===== src/rtl/multicycle_control_unit.sv =====
// multicycle_control_unit
//   Moore-style control FSM for a multicycle RISC-V-like datapath. Walks
//   FETCH -> DECODE -> per-class execute states and drives the datapath
//   strobes/selects from the registered state. Only branch_taken and
//   pc_write in BRANCH depend on a live input (zero).
//
// Parameters
//   MEM_LATENCY  cycles spent in MEM_ACCESS per load/store (1..15)
//
// Ports
//   clk           in   sole clock, rising edge
//   reset         in   asynchronous, active-high
//   opcode[6:0]   in   instruction[6:0], sampled in DECODE
//   zero          in   ALU zero flag, used in BRANCH
//   stall         in   freeze request: holds state/counter, gates write strobes
//   pc_write, ir_write, reg_write, mem_read, mem_write, mem_to_reg,
//   alu_src_b, branch_taken, illegal   out  datapath strobes/selects
//   alu_op[1:0]   out  00 add, 01 subtract, 10 funct-decoded
//   state[3:0]    out  current state encoding (debug)
//   instret[31:0] out  retired-instruction count (only with INSTRET_COUNTER_EN)
//
// Build option
//   INSTRET_COUNTER_EN  when defined, adds the instret port and counter.
module multicycle_control_unit #(
  parameter int MEM_LATENCY = 1
) (
  input  logic       clk,
  input  logic       reset,
  input  logic [6:0] opcode,
  input  logic       zero,
  input  logic       stall,
  output logic       pc_write,
  output logic       ir_write,
  output logic       reg_write,
  output logic       mem_read,
  output logic       mem_write,
  output logic       mem_to_reg,
  output logic       alu_src_b,
  output logic       branch_taken,
  output logic       illegal,
  output logic [1:0] alu_op,
  output logic [3:0] state
`ifdef INSTRET_COUNTER_EN
  ,
  output logic [31:0] instret
`endif
);

  localparam logic [6:0] OP_LD   = 7'b0000011;
  localparam logic [6:0] OP_SD   = 7'b0100011;
  localparam logic [6:0] OP_R    = 7'b0110011;
  localparam logic [6:0] OP_I    = 7'b0010011;
  localparam logic [6:0] OP_BEQ  = 7'b1100011;

  typedef enum logic [3:0] {
    S_IDLE       = 4'd0,
    S_FETCH      = 4'd1,
    S_DECODE     = 4'd2,
    S_MEM_ADDR   = 4'd3,
    S_MEM_ACCESS = 4'd4,
    S_WB_MEM     = 4'd5,
    S_EXEC       = 4'd6,
    S_WB_ALU     = 4'd7,
    S_BRANCH     = 4'd8,
    S_ILLEGAL    = 4'd9
  } state_t;

  state_t     r_state;
  state_t     w_next;
  logic [3:0] r_count;
  logic [6:0] r_opcode;
  // IDLE lingers for one edge after reset release so that the edge right
  // after deassertion never launches a fetch; FETCH follows on the second.
  logic       r_armed;

  // Next-state logic (ignores stall; the register simply does not load).
  always_comb begin
    w_next = r_state;
    case (r_state)
      S_IDLE:       if (r_armed) w_next = S_FETCH;
      S_FETCH:      w_next = S_DECODE;
      S_DECODE: begin
        case (opcode)
          OP_LD, OP_SD: w_next = S_MEM_ADDR;
          OP_R, OP_I:   w_next = S_EXEC;
          OP_BEQ:       w_next = S_BRANCH;
          default:      w_next = S_ILLEGAL;
        endcase
      end
      S_MEM_ADDR:   w_next = S_MEM_ACCESS;
      S_MEM_ACCESS: begin
        if (r_count == 4'd0) w_next = (r_opcode == OP_LD) ? S_WB_MEM : S_FETCH;
      end
      S_WB_MEM:     w_next = S_FETCH;
      S_EXEC:       w_next = S_WB_ALU;
      S_WB_ALU:     w_next = S_FETCH;
      S_BRANCH:     w_next = S_FETCH;
      S_ILLEGAL:    w_next = S_ILLEGAL;
      default:      w_next = S_ILLEGAL;
    endcase
  end

  always_ff @(posedge clk or posedge reset) begin
    if (reset) begin
      r_state  <= S_IDLE;
      r_count  <= 4'd0;
      r_opcode <= 7'd0;
      r_armed  <= 1'b0;
    end else if (!stall) begin
      r_state <= w_next;
      r_armed <= 1'b1;
      if (r_state == S_DECODE) r_opcode <= opcode;
      // Counter is loaded on the way into MEM_ACCESS and counts down there.
      if (r_state == S_MEM_ADDR)
        r_count <= 4'(MEM_LATENCY - 1);
      else if (r_state == S_MEM_ACCESS && r_count != 4'd0)
        r_count <= r_count - 4'd1;
    end
  end

  // Output decode from registered state; stall only gates the write strobes.
  always_comb begin
    pc_write     = 1'b0;
    ir_write     = 1'b0;
    reg_write    = 1'b0;
    mem_read     = 1'b0;
    mem_write    = 1'b0;
    mem_to_reg   = 1'b0;
    alu_src_b    = 1'b0;
    branch_taken = 1'b0;
    illegal      = 1'b0;
    alu_op       = 2'b00;
    case (r_state)
      S_FETCH: begin
        mem_read = 1'b1;
        ir_write = 1'b1;
        pc_write = 1'b1;
      end
      S_MEM_ADDR: begin
        alu_src_b = 1'b1;
        alu_op    = 2'b00;
      end
      S_MEM_ACCESS: begin
        mem_read  = (r_opcode == OP_LD);
        mem_write = (r_opcode == OP_SD);
      end
      S_WB_MEM: begin
        reg_write  = 1'b1;
        mem_to_reg = 1'b1;
      end
      S_EXEC: begin
        alu_op    = 2'b10;
        alu_src_b = (r_opcode == OP_I);
      end
      S_WB_ALU: begin
        reg_write = 1'b1;
        alu_op    = 2'b10;
        alu_src_b = (r_opcode == OP_I);
      end
      S_BRANCH: begin
        alu_op       = 2'b01;
        branch_taken = zero;
        pc_write     = zero;
      end
      S_ILLEGAL: illegal = 1'b1;
      default: ;
    endcase
    if (stall) begin
      pc_write  = 1'b0;
      ir_write  = 1'b0;
      reg_write = 1'b0;
      mem_write = 1'b0;
    end
  end

  assign state = r_state;

`ifdef INSTRET_COUNTER_EN
  logic [31:0] r_instret;
  logic        w_retire;

  // An instruction retires on any unstalled edge that lands back in FETCH
  // from a completing state (MEM_ACCESS only reaches FETCH for a store).
  assign w_retire = !stall && (w_next == S_FETCH) &&
                    (r_state == S_WB_MEM || r_state == S_WB_ALU ||
                     r_state == S_BRANCH || r_state == S_MEM_ACCESS);

  always_ff @(posedge clk or posedge reset) begin
    if (reset)         r_instret <= 32'd0;
    else if (w_retire) r_instret <= r_instret + 32'd1;
  end

  assign instret = r_instret;
`endif

endmodule

===== config.mk =====
export PLATFORM = sky130hd
export DESIGN_NAME = multicycle_control_unit
export DESIGN_NICKNAME = d
export VERILOG_FILES = /design/src/rtl/multicycle_control_unit.sv
export SDC_FILE = /design/constraint.sdc
export NUM_CORES = 1
export LEC_CHECK = 0
export ABC_AREA = 1
export BUFFER_PORTS_ARGS = -buffer_cell sky130_fd_sc_hd__buf_2
export CAP_MARGIN = 30
export CORE_MARGIN = 2
export CORE_UTILIZATION = 40
export CTS_BUF_LIST = sky130_fd_sc_hd__clkbuf_16
export DETAILED_ROUTE_END_ITERATION = 8
export PLACE_DENSITY = 0.66
export SETUP_SLACK_MARGIN = 0.2
export SLEW_MARGIN = 20
export SYNTH_ARGS = -nofsm -noshare
export SYNTH_HDL_FRONTEND = slang
export SYNTH_SLANG_ARGS = --single-unit

===== constraint.sdc =====
create_clock -name clk -period 1.2 [get_ports clk]
set_input_delay 0.12 -clock clk [delete_from_list [all_inputs] [get_ports clk]]
set_output_delay 0.12 -clock clk [all_outputs]
set_load 0.005 [all_outputs]

# After elaboration in Yosys (flattened, before gate mapping)
# Index checks and enable logic that the tools add are counted.
[classes]
reduce_logical = 13
n_mux = 21
addsub = 1
bitwise = 1
eq_ne = 19
[ops]
columns = ["operator", "n"]
rows = [
  ["$pmux W4 S7", 1],
  ["$eq A7 B6 Y1 const B", 3],
  ["$eq A4 B3 Y1 const B", 4],
  ["$mux W4", 4],
  ["$eq A7 B2 Y1 const B", 2],
  ["$eq A7 B5 Y1 const B", 2],
  ["$pmux W4 S3", 1],
  ["$mux W1", 10],
  ["$eq A4 B2 Y1 const B", 2],
  ["$eq A4 B4 Y1 const B", 2],
  ["$logic_not A4 Y1", 2],
  ["$reduce_or A2 Y1", 4],
  ["$eq A7 B7 Y1 const B", 1],
  ["$pmux W1 S2", 3],
  ["$eq A4 B1 Y1 const B", 1],
  ["$ne A2 B2 Y1 const B", 2],
  ["$pmux W2 S2", 1],
  ["$reduce_and A2 Y1", 2],
  ["$reduce_bool A4 Y1", 1],
  ["$sub A4 B1 Y4 const B", 1],
  ["$mux W3", 1],
  ["$reduce_and A3 Y1", 1],
  ["$reduce_or A3 Y1", 1],
  ["$reduce_bool A2 Y1", 1],
  ["other kinds (2)", 2],
]
[totals]
output_inout_bits = 15
word_cells = 59
reg_bits = 16

# Logic depth before layout (Yosys ltp)
# Gate-level depths: netlist of the first run.
[logic_depth]
word_depth = 4
ltp_mapped = 9
mapped_depth_nobuf = 9

# Worst setup path before layout of the first run
# No wires, ideal clock.
[synth_timing]
path_kind = "register -> output"
start = "reg r_state[0], in the netlist state[0]"
end = "out pc_write"
path_buffers = 0
arrival_ns = 1.091
path_stages_with_launch = 6
path_slack_ns = -0.011
path_cell_list = "dfrtp_1 inv_1 nand2_1 nor3_1 nand2_1 a21oi_1"
[synth_via]
elab_chain_len = 3
word_cells_on_any_way = 4
[synth_lines]
columns = ["item", "line_no", "text"]
rows = [
  ["start: declaration", "68", "state_t r_state;"],
  ["start signal: assignment", "110", "r_state <= w_next;"],
  ["$eq A4 B4 Y1 / $eq A4 B1 Y1 (equally long branches)", "133", "case (r_state)"],
  ["$pmux W1 S2 *", "133", ""],
  ["$mux W1 *", "168", "if (stall) begin"],
  ["end: declaration", "32", "output logic pc_write,"],
]
# Every way passes the cells marked *; elsewhere a longest branch is shown, timed or not.

# Worst setup path after layout of the first run
[layout_timing]
start = "reg r_state[0], in the netlist state[0]"
end = "out mem_write"
[layout_via]
elab_chain_len = 3
[layout_lines]
columns = ["item", "line_no", "text"]
rows = [
  ["$eq A4 B3 Y1", "133", ""],
  ["$mux W1", "133", ""],
  ["$mux W1", "168", ""],
  ["end: declaration", "36", "output logic mem_write,"],
]
# Every way passes these cells.

==> metrics.csv, run 1 <==
stage,metric,value,unit
yosys,synth_cells,142,
yosys,synthXorXnorAreaFrac,1.77,%
yosys,synth_edf_count,0,
power_and_ir_drop,powerDensity,2400,nW/um2
grt,grt_pass1_wl,5.11,mm
placed_design,placedInstanceArea,1300,um2
drt,drc,0,
grt,grt_pass1_vias,1134,
placed_design,hpwlAfterDp,1.90,mm
outcome,violations,setup timing,
critical_path,worst_setup_path_start_kind,flip-flop,
finish,design_area,1670,um2
sta,layout_setup_ws,-0.290,ns
yosys,ys_async_sr_fraction,100,%
finish,fill_cells,176,
drt,wl_met3,205,um
drt,wire_per_inst,14.2,um
yosys,synth_top_family_by_area,simple AND/OR/NAND/NOR gates,
critical_path,required,1.08,ns
drt,antenna_left,0,
drt,dr_wl_met2,1.68,mm
grt,grt_use_total,24.7,%
drt,wirelength,3.27,mm
sta,fmax,0.671,GHz
critical_path,cp_data_arrival_time,1.37,ns
finish,area_growth,68.6,%
drt,wl_met1,1.32,mm
clock_tree,h-tree-depth,1,
grt,grt_max_degree,17,
yosys,ys_warn_count,0,
clock_tree,tritoncts,done,
critical_path,ff2ff_path_depth,9,
drt,viasPerCell,5.26,
finish,regArea,405,um2
yosys,yosysTopAreaCell,dfrtp_1,
yosys,yosysUniqueCellTypes,20,
die,die_h,53.7,um
die,ios,26,
yosys,synth_top_area_share,40.5,%
yosys,synth.mux.area_fraction,0,%
sta,setup_viol,27,
yosys,yosysSeqAreaShare,40.5,%
sta,layout_min_cycle_time,1.49,ns
finish,drive_gt1_share,50.0,%
finish,fin_cells,230,
sta,slew_headroom,85.2,%
power_and_ir_drop,ir_drop,1.39,mV
placed_design,dp.cells,213,
worst_hold_path,min_path_type,input pin to flip-flop,
die,row_count,18,
finish,diodes,0,
die,core-area,2410,um2
clock_tree,cts-root-buf,clkbuf_16,
sta,rsz0062_at_grt,true,
die,die_area,2880,um2
yosys,synthTopCellsByCount,"nand2_1, inv_1, dfrtp_1, nand3_1, nor2_1",
clock_tree,clk_pin_slew,0.05,ns
die,fp.dieW,53.7,um
sta,hold_viol,0,
yosys,yosys.area_share.adder,1.27,%
sta,tightest_slew,0.221,ns
yosys,syn_area,988,um2
yosys,netlist_top_cells_area,"dfrtp_1, nand2_1, inv_1",
drt,highest_layer,met4,
yosys,synth-simple-area-share,40.5,%
clock_tree,cts_buffer_depth,2,
grt,overflow,0,
drt,drtIter0Drc,19,
job,cap_violations,0,
critical_path,critPathKind,flip-flop to output port,
yosys,synth-main-ff-cell,dfrtp_1,
clock_tree,numCtsBuffers,3,
yosys,synth-compound-area-share,7.22,%
placed_design,io_buffers,25,
power_and_ir_drop,p_leak,0.873,nW
sta,slew_viol_final,0,
clock_tree,numClockSinks,16,
finish,nNetsFinal,213,
finish,multiInputGateArea,673,um2
outcome,status,"finished, violations left",
drt,detailroute.via_count,1210,
sta,period_share,124,%
yosys,syn_nets,154,
grt,antenna_found_initial,0,
yosys,synth_area_per_cell,6.96,um2
sta,clock-skew-final,0.00412,ns
drt,drtPass1Iterations,4,
yosys,synth.most_common_cell,nand2_1,
worst_hold_path,min_delay_path_depth,3,
clock_tree,clk-insertion-delay-late,0.24,ns
die,start_util,41.0,%
yosys,synth-seq-cells,16,
placed_design,gp_congestion,0.871,
critical_path,path_max_fanout,4,
critical_path,endpoint_kind,output port,
[kinds of logic (layout without fill, tap and decap cells)]
logic type | Yosys count | in the layout
simple gates | 89 | 90
buf+inv | 22 | 79
flops | 16 | 16
compound gates | 12 | 12
xor+xnor | 2 | 2
fa+ha+maj | 1 | 1
[layout by cell type (no fill, tap or decap), drive strengths merged]
cell type    netlist  final
nor3               4      4
a21oi              2      2
ha                 1      1
inv               21     21
nand4              4      4
nand3             15     15
nor4               1      1
nor2              15     15
clkinv             0      1
xor2               2      2
dfrtp             16     16
buf                1     53
clkbuf             0      3
dlygate4sd3        0      1
nand2             50     51
o21ai             10     10
[power breakdown]
group | total, mW | switching (mW) | internal [mW]
registers | 1.01 | 0.236 | 0.771
logic | 2.34 | 1.25 | 1.09
clock network | 0.654 | 0.212 | 0.442
[per-layer routing]
layer / track usage (%) / vias up
met2: 41.3 / 54
met1: 31.1 / 578
li1: - / 568
met5: 0 / -
met3: 3.89 / 10
met4: 11.1 / 0
[stage by stage]
step / TNS, ns / worst slack [ns] / power, mW / utilization, % / hold WS, ns
5_1_grt: -5.94 / -0.347 / 4.27 / 69.2 / 0.144
3_3_place_gp: -0.633 / -0.0885 / 2.50 / 54.1 / 0.134
3_5_place_dp: -0.637 / -0.0851 / 2.53 / 54.1 / 0.138
4_1_cts: -2.85 / -0.227 / 3.61 / 65.0 / 0.120
6_report: -4.33 / -0.290 / 4.00 / 69.2 / 0.133
2_1_floorplan: 0 / 0.0517 / 1.90 / - / 0.0335
[worst max-delay path, stage by stage (launching register included)]
cell and delay, ns:
dfrtp_2 0.45, nor2_4 0.16, nand3_2 0.13, nor4_2 0.24
buf_2 0.16
[layout make-up]
type,instances,area share (%)
Inverter,21,5.03
Clock inverter,1,0.225
Sequential cell,16,24.3
Multi-Input combinational cell,105,40.4
Timing Repair Buffer,54,23.3
Clock buffer,3,4.50
Tap cell,30,2.25
[final timing paths]
kind / from / to / slack (ns)
min in group asynchronous: reset / r_opcode[2] / 0.42
worst min register to register: r_armed / r_armed / 0.48
max in group asynchronous: reset / state[3] / 0.57
worst max-delay path: state[0] / mem_write / -0.29
worst min-delay path: opcode[2] / r_opcode[2] / 0.13
worst max register to register: state[1] / state[2] / -0.23
[flip-flops by register name, indices dropped and copies added (netlist names)]
name / flops
r_opcode: 7
r_count: 4
state: 4
r_armed: 1
[repair_timing]
item,CTS,global route
pin swaps,8,9
endpoints found under the hold margin,16,0
hold buffers,1,0
setup buffers,6,5
resized for setup,31,17
gates cloned,1,0
setup endpoints to repair,28,29
Note: power is estimated with default switching activity, not from simulation.
==> run 2, diff against run 1 <==
Settings changed: MAX_ROUTING_LAYER set to met4.
==> metrics.csv, run 2 (synthesized netlist as in run 1, its figures left out) <==
stage,metric,value,unit,change
drt,drtIter0Drc,19,,unchanged
power_and_ir_drop,p_leak,0.873,nW,unchanged
drt,drc,0,,unchanged
placed_design,hpwlAfterDp,1.90,mm,unchanged
finish,drive_gt1_share,50.0,%,unchanged
finish,nNetsFinal,213,,unchanged
sta,tightest_slew,0.221,ns,-0.000345 ns
power_and_ir_drop,total_power,4.00,mW,about the same
sta,clock-skew-final,0.00382,ns,-0.000307 ns
critical_path,required,1.08,ns,about the same
grt,grt_max_degree,17,,unchanged
drt,wire_per_inst,14.2,um,-0.15%
die,core-area,2410,um2,unchanged
sta,hold_viol,0,,unchanged
placed_design,gp_congestion,0.886,,+1.6%
die,row_count,18,,unchanged
power_and_ir_drop,netSwitchingPower,1.70,mW,-0.15%
clock_tree,numClockSinks,16,,unchanged
grt,grt_pass1_wl,5.11,mm,unchanged
critical_path,endpoint_kind,output port,,
power_and_ir_drop,power_frac_comb,58.5,%,about the same
critical_path,worst-r2r-setup-slack,-0.23,ns,about the same
critical_path,ff2ff_path_depth,9,,unchanged
finish,final_cell_mix,"nand2_1, buf_2, buf_4",,
drt,viasPerCell,5.22,,-0.83%
sta,rsz0062_at_grt,true,,
power_and_ir_drop,powerDensity,2400,nW/um2,about the same
grt,grt_pass1_vias,1135,,+0.088%
power_and_ir_drop,pwr-share-clk,16.3,%,about the same
sta,layout_setup_ws,-0.290,ns,+0.000119 ns
power_and_ir_drop,ir_drop,1.40,mV,+0.11%
worst_hold_path,min_path_type,input pin to flip-flop,,
die,start_util,41.0,%,unchanged
grt,overflow,0,,unchanged
outcome,violations,setup timing,,
sta,holdWs,0.133,ns,-0.0000460 ns
drt,drtPass1Iterations,4,,unchanged
finish,final_common_cell,nand2_1,,
critical_path,critPathKind,flip-flop to output port,,
die,fp.dieW,53.7,um,unchanged
power_and_ir_drop,swShare,42.4,%,about the same
outcome,status,"finished, violations left",,
power_and_ir_drop,pwr-share-seq,25.2,%,about the same
job,cap_violations,0,,unchanged
sta,setup_viol,27,,unchanged
clock_tree,numCtsBuffers,3,,unchanged
placed_design,io_buffers,25,,unchanged
critical_path,path_max_fanout,4,,unchanged
drt,wirelength,3.27,mm,-0.15%
drt,antenna_left,0,,unchanged
critical_path,worst_setup_path_start_kind,flip-flop,,
clock_tree,cts-root-buf,clkbuf_16,,
clock_tree,h-tree-depth,1,,unchanged
clock_tree,tritoncts,done,,
critical_path,cp_data_arrival_time,1.37,ns,about the same
sta,slew_headroom,85.2,%,about the same
sta,period_share,124,%,about the same
clock_tree,clk-insertion-delay-late,0.24,ns,about the same
critical_path,rr_endpoint,state[2],,
finish,fill_cells,176,,unchanged
finish,area_growth,68.6,%,unchanged
sta,layout_min_cycle_time,1.49,ns,-0.000119 ns
die,ios,26,,unchanged
die,die_area,2880,um2,unchanged
finish,largest_reg_flops,7,,unchanged
critical_path,crit_end,mem_write,,
clock_tree,cts_buffer_depth,2,,unchanged
grt,grt_use_total,25.4,%,+0.71 points
sta,slew_viol_final,0,,unchanged
critical_path,critPathLaunch,state[0],,
finish,diodes,0,,unchanged
power_and_ir_drop,intPower,2.31,mW,about the same
finish,top_register,r_opcode,,
drt,detailroute.via_count,1200,,-0.83%
sta,fmax,0.671,GHz,about the same
grt,antenna_found_initial,0,,unchanged
critical_path,r2r_start,state[1],,
finish,fin_util,69.2,%,unchanged
die,die_h,53.7,um,unchanged
clock_tree,clk_pin_slew,0.05,ns,about the same
[run 2: cell counts in the layout (fill, tap and decap cells not counted)]
Identical to the previous run, type by type.
[run 2: per-layer routing]
metal / vias up / track usage [%] / wire (um)
met2: 42 / 41.3 / 1710
met5: - / - / 0
met4: 0 / 11.1 / 75
met3: 10 / 3.61 / 174
met1: 581 / 31.3 / 1310
li1: 567 / - / -
[run 2: cell type report]
class	count	area, um2	area share (%)
clock buffers	3	75.1	4.50
flip-flops and latches	16	405	24.3
clock inverters	1	3.75	0.225
repair buffers	54	388	23.3
well taps	30	37.5	2.25
multi-input cells	105	673	40.4
inverters	21	83.8	5.03
[run 2: power by group through the flow]
stage	Clock, mW	Sequential (mW)	Combinational (mW)
6_report	0.652	1.01	2.34
5_1_grt	0.681	1.03	2.56
4_1_cts	0.650	0.990	1.97
3_5_place_dp	0	0.966	1.57
3_3_place_gp	0	0.962	1.54
2_1_floorplan	0	0.959	0.936
[run 2: what timing repair did]
item                                    4_1_cts  5_1_grt
hold endpoints to repair                     16        0
endpoints found under the setup margin       28       29
pin swaps                                     8        9
gates resized for setup                      31       17
hold buffers                                  1        0
setup buffers                                 6        5
gates cloned                                  1        0
[run 2: per-stage QoR]
step / setup TNS (ns) / instances / cell area [um2] / worst slack, ns
after floorplan: 0 / 142 / 1020 / 0.0517
after global placement: -0.633 / 213 / 1300 / -0.0885
after detailed placement: -0.637 / 213 / 1300 / -0.0851
after CTS: -2.85 / 225 / 1570 / -0.227
after global routing: -5.94 / 230 / 1670 / -0.347
final: -4.28 / 230 / 1670 / -0.290
[run 2: worst max-delay path, stage by stage, from the launching register on]
cell	delay, ns
dfrtp_2	0.45
nor2_4	0.16
nand3_2	0.13
nor4_2	0.23
buf_2	0.15
[run 2: worst min path at each step]
stage / start / to / cells after the start
floorplan: reset / r_armed / 1
global placement: reset / r_opcode[0] / 3
detailed placement: reset / r_count[1] / 3
CTS: opcode[2] / r_opcode[2] / 3
global route: opcode[2] / r_opcode[2] / 3
finish: opcode[2] / r_opcode[2] / 3
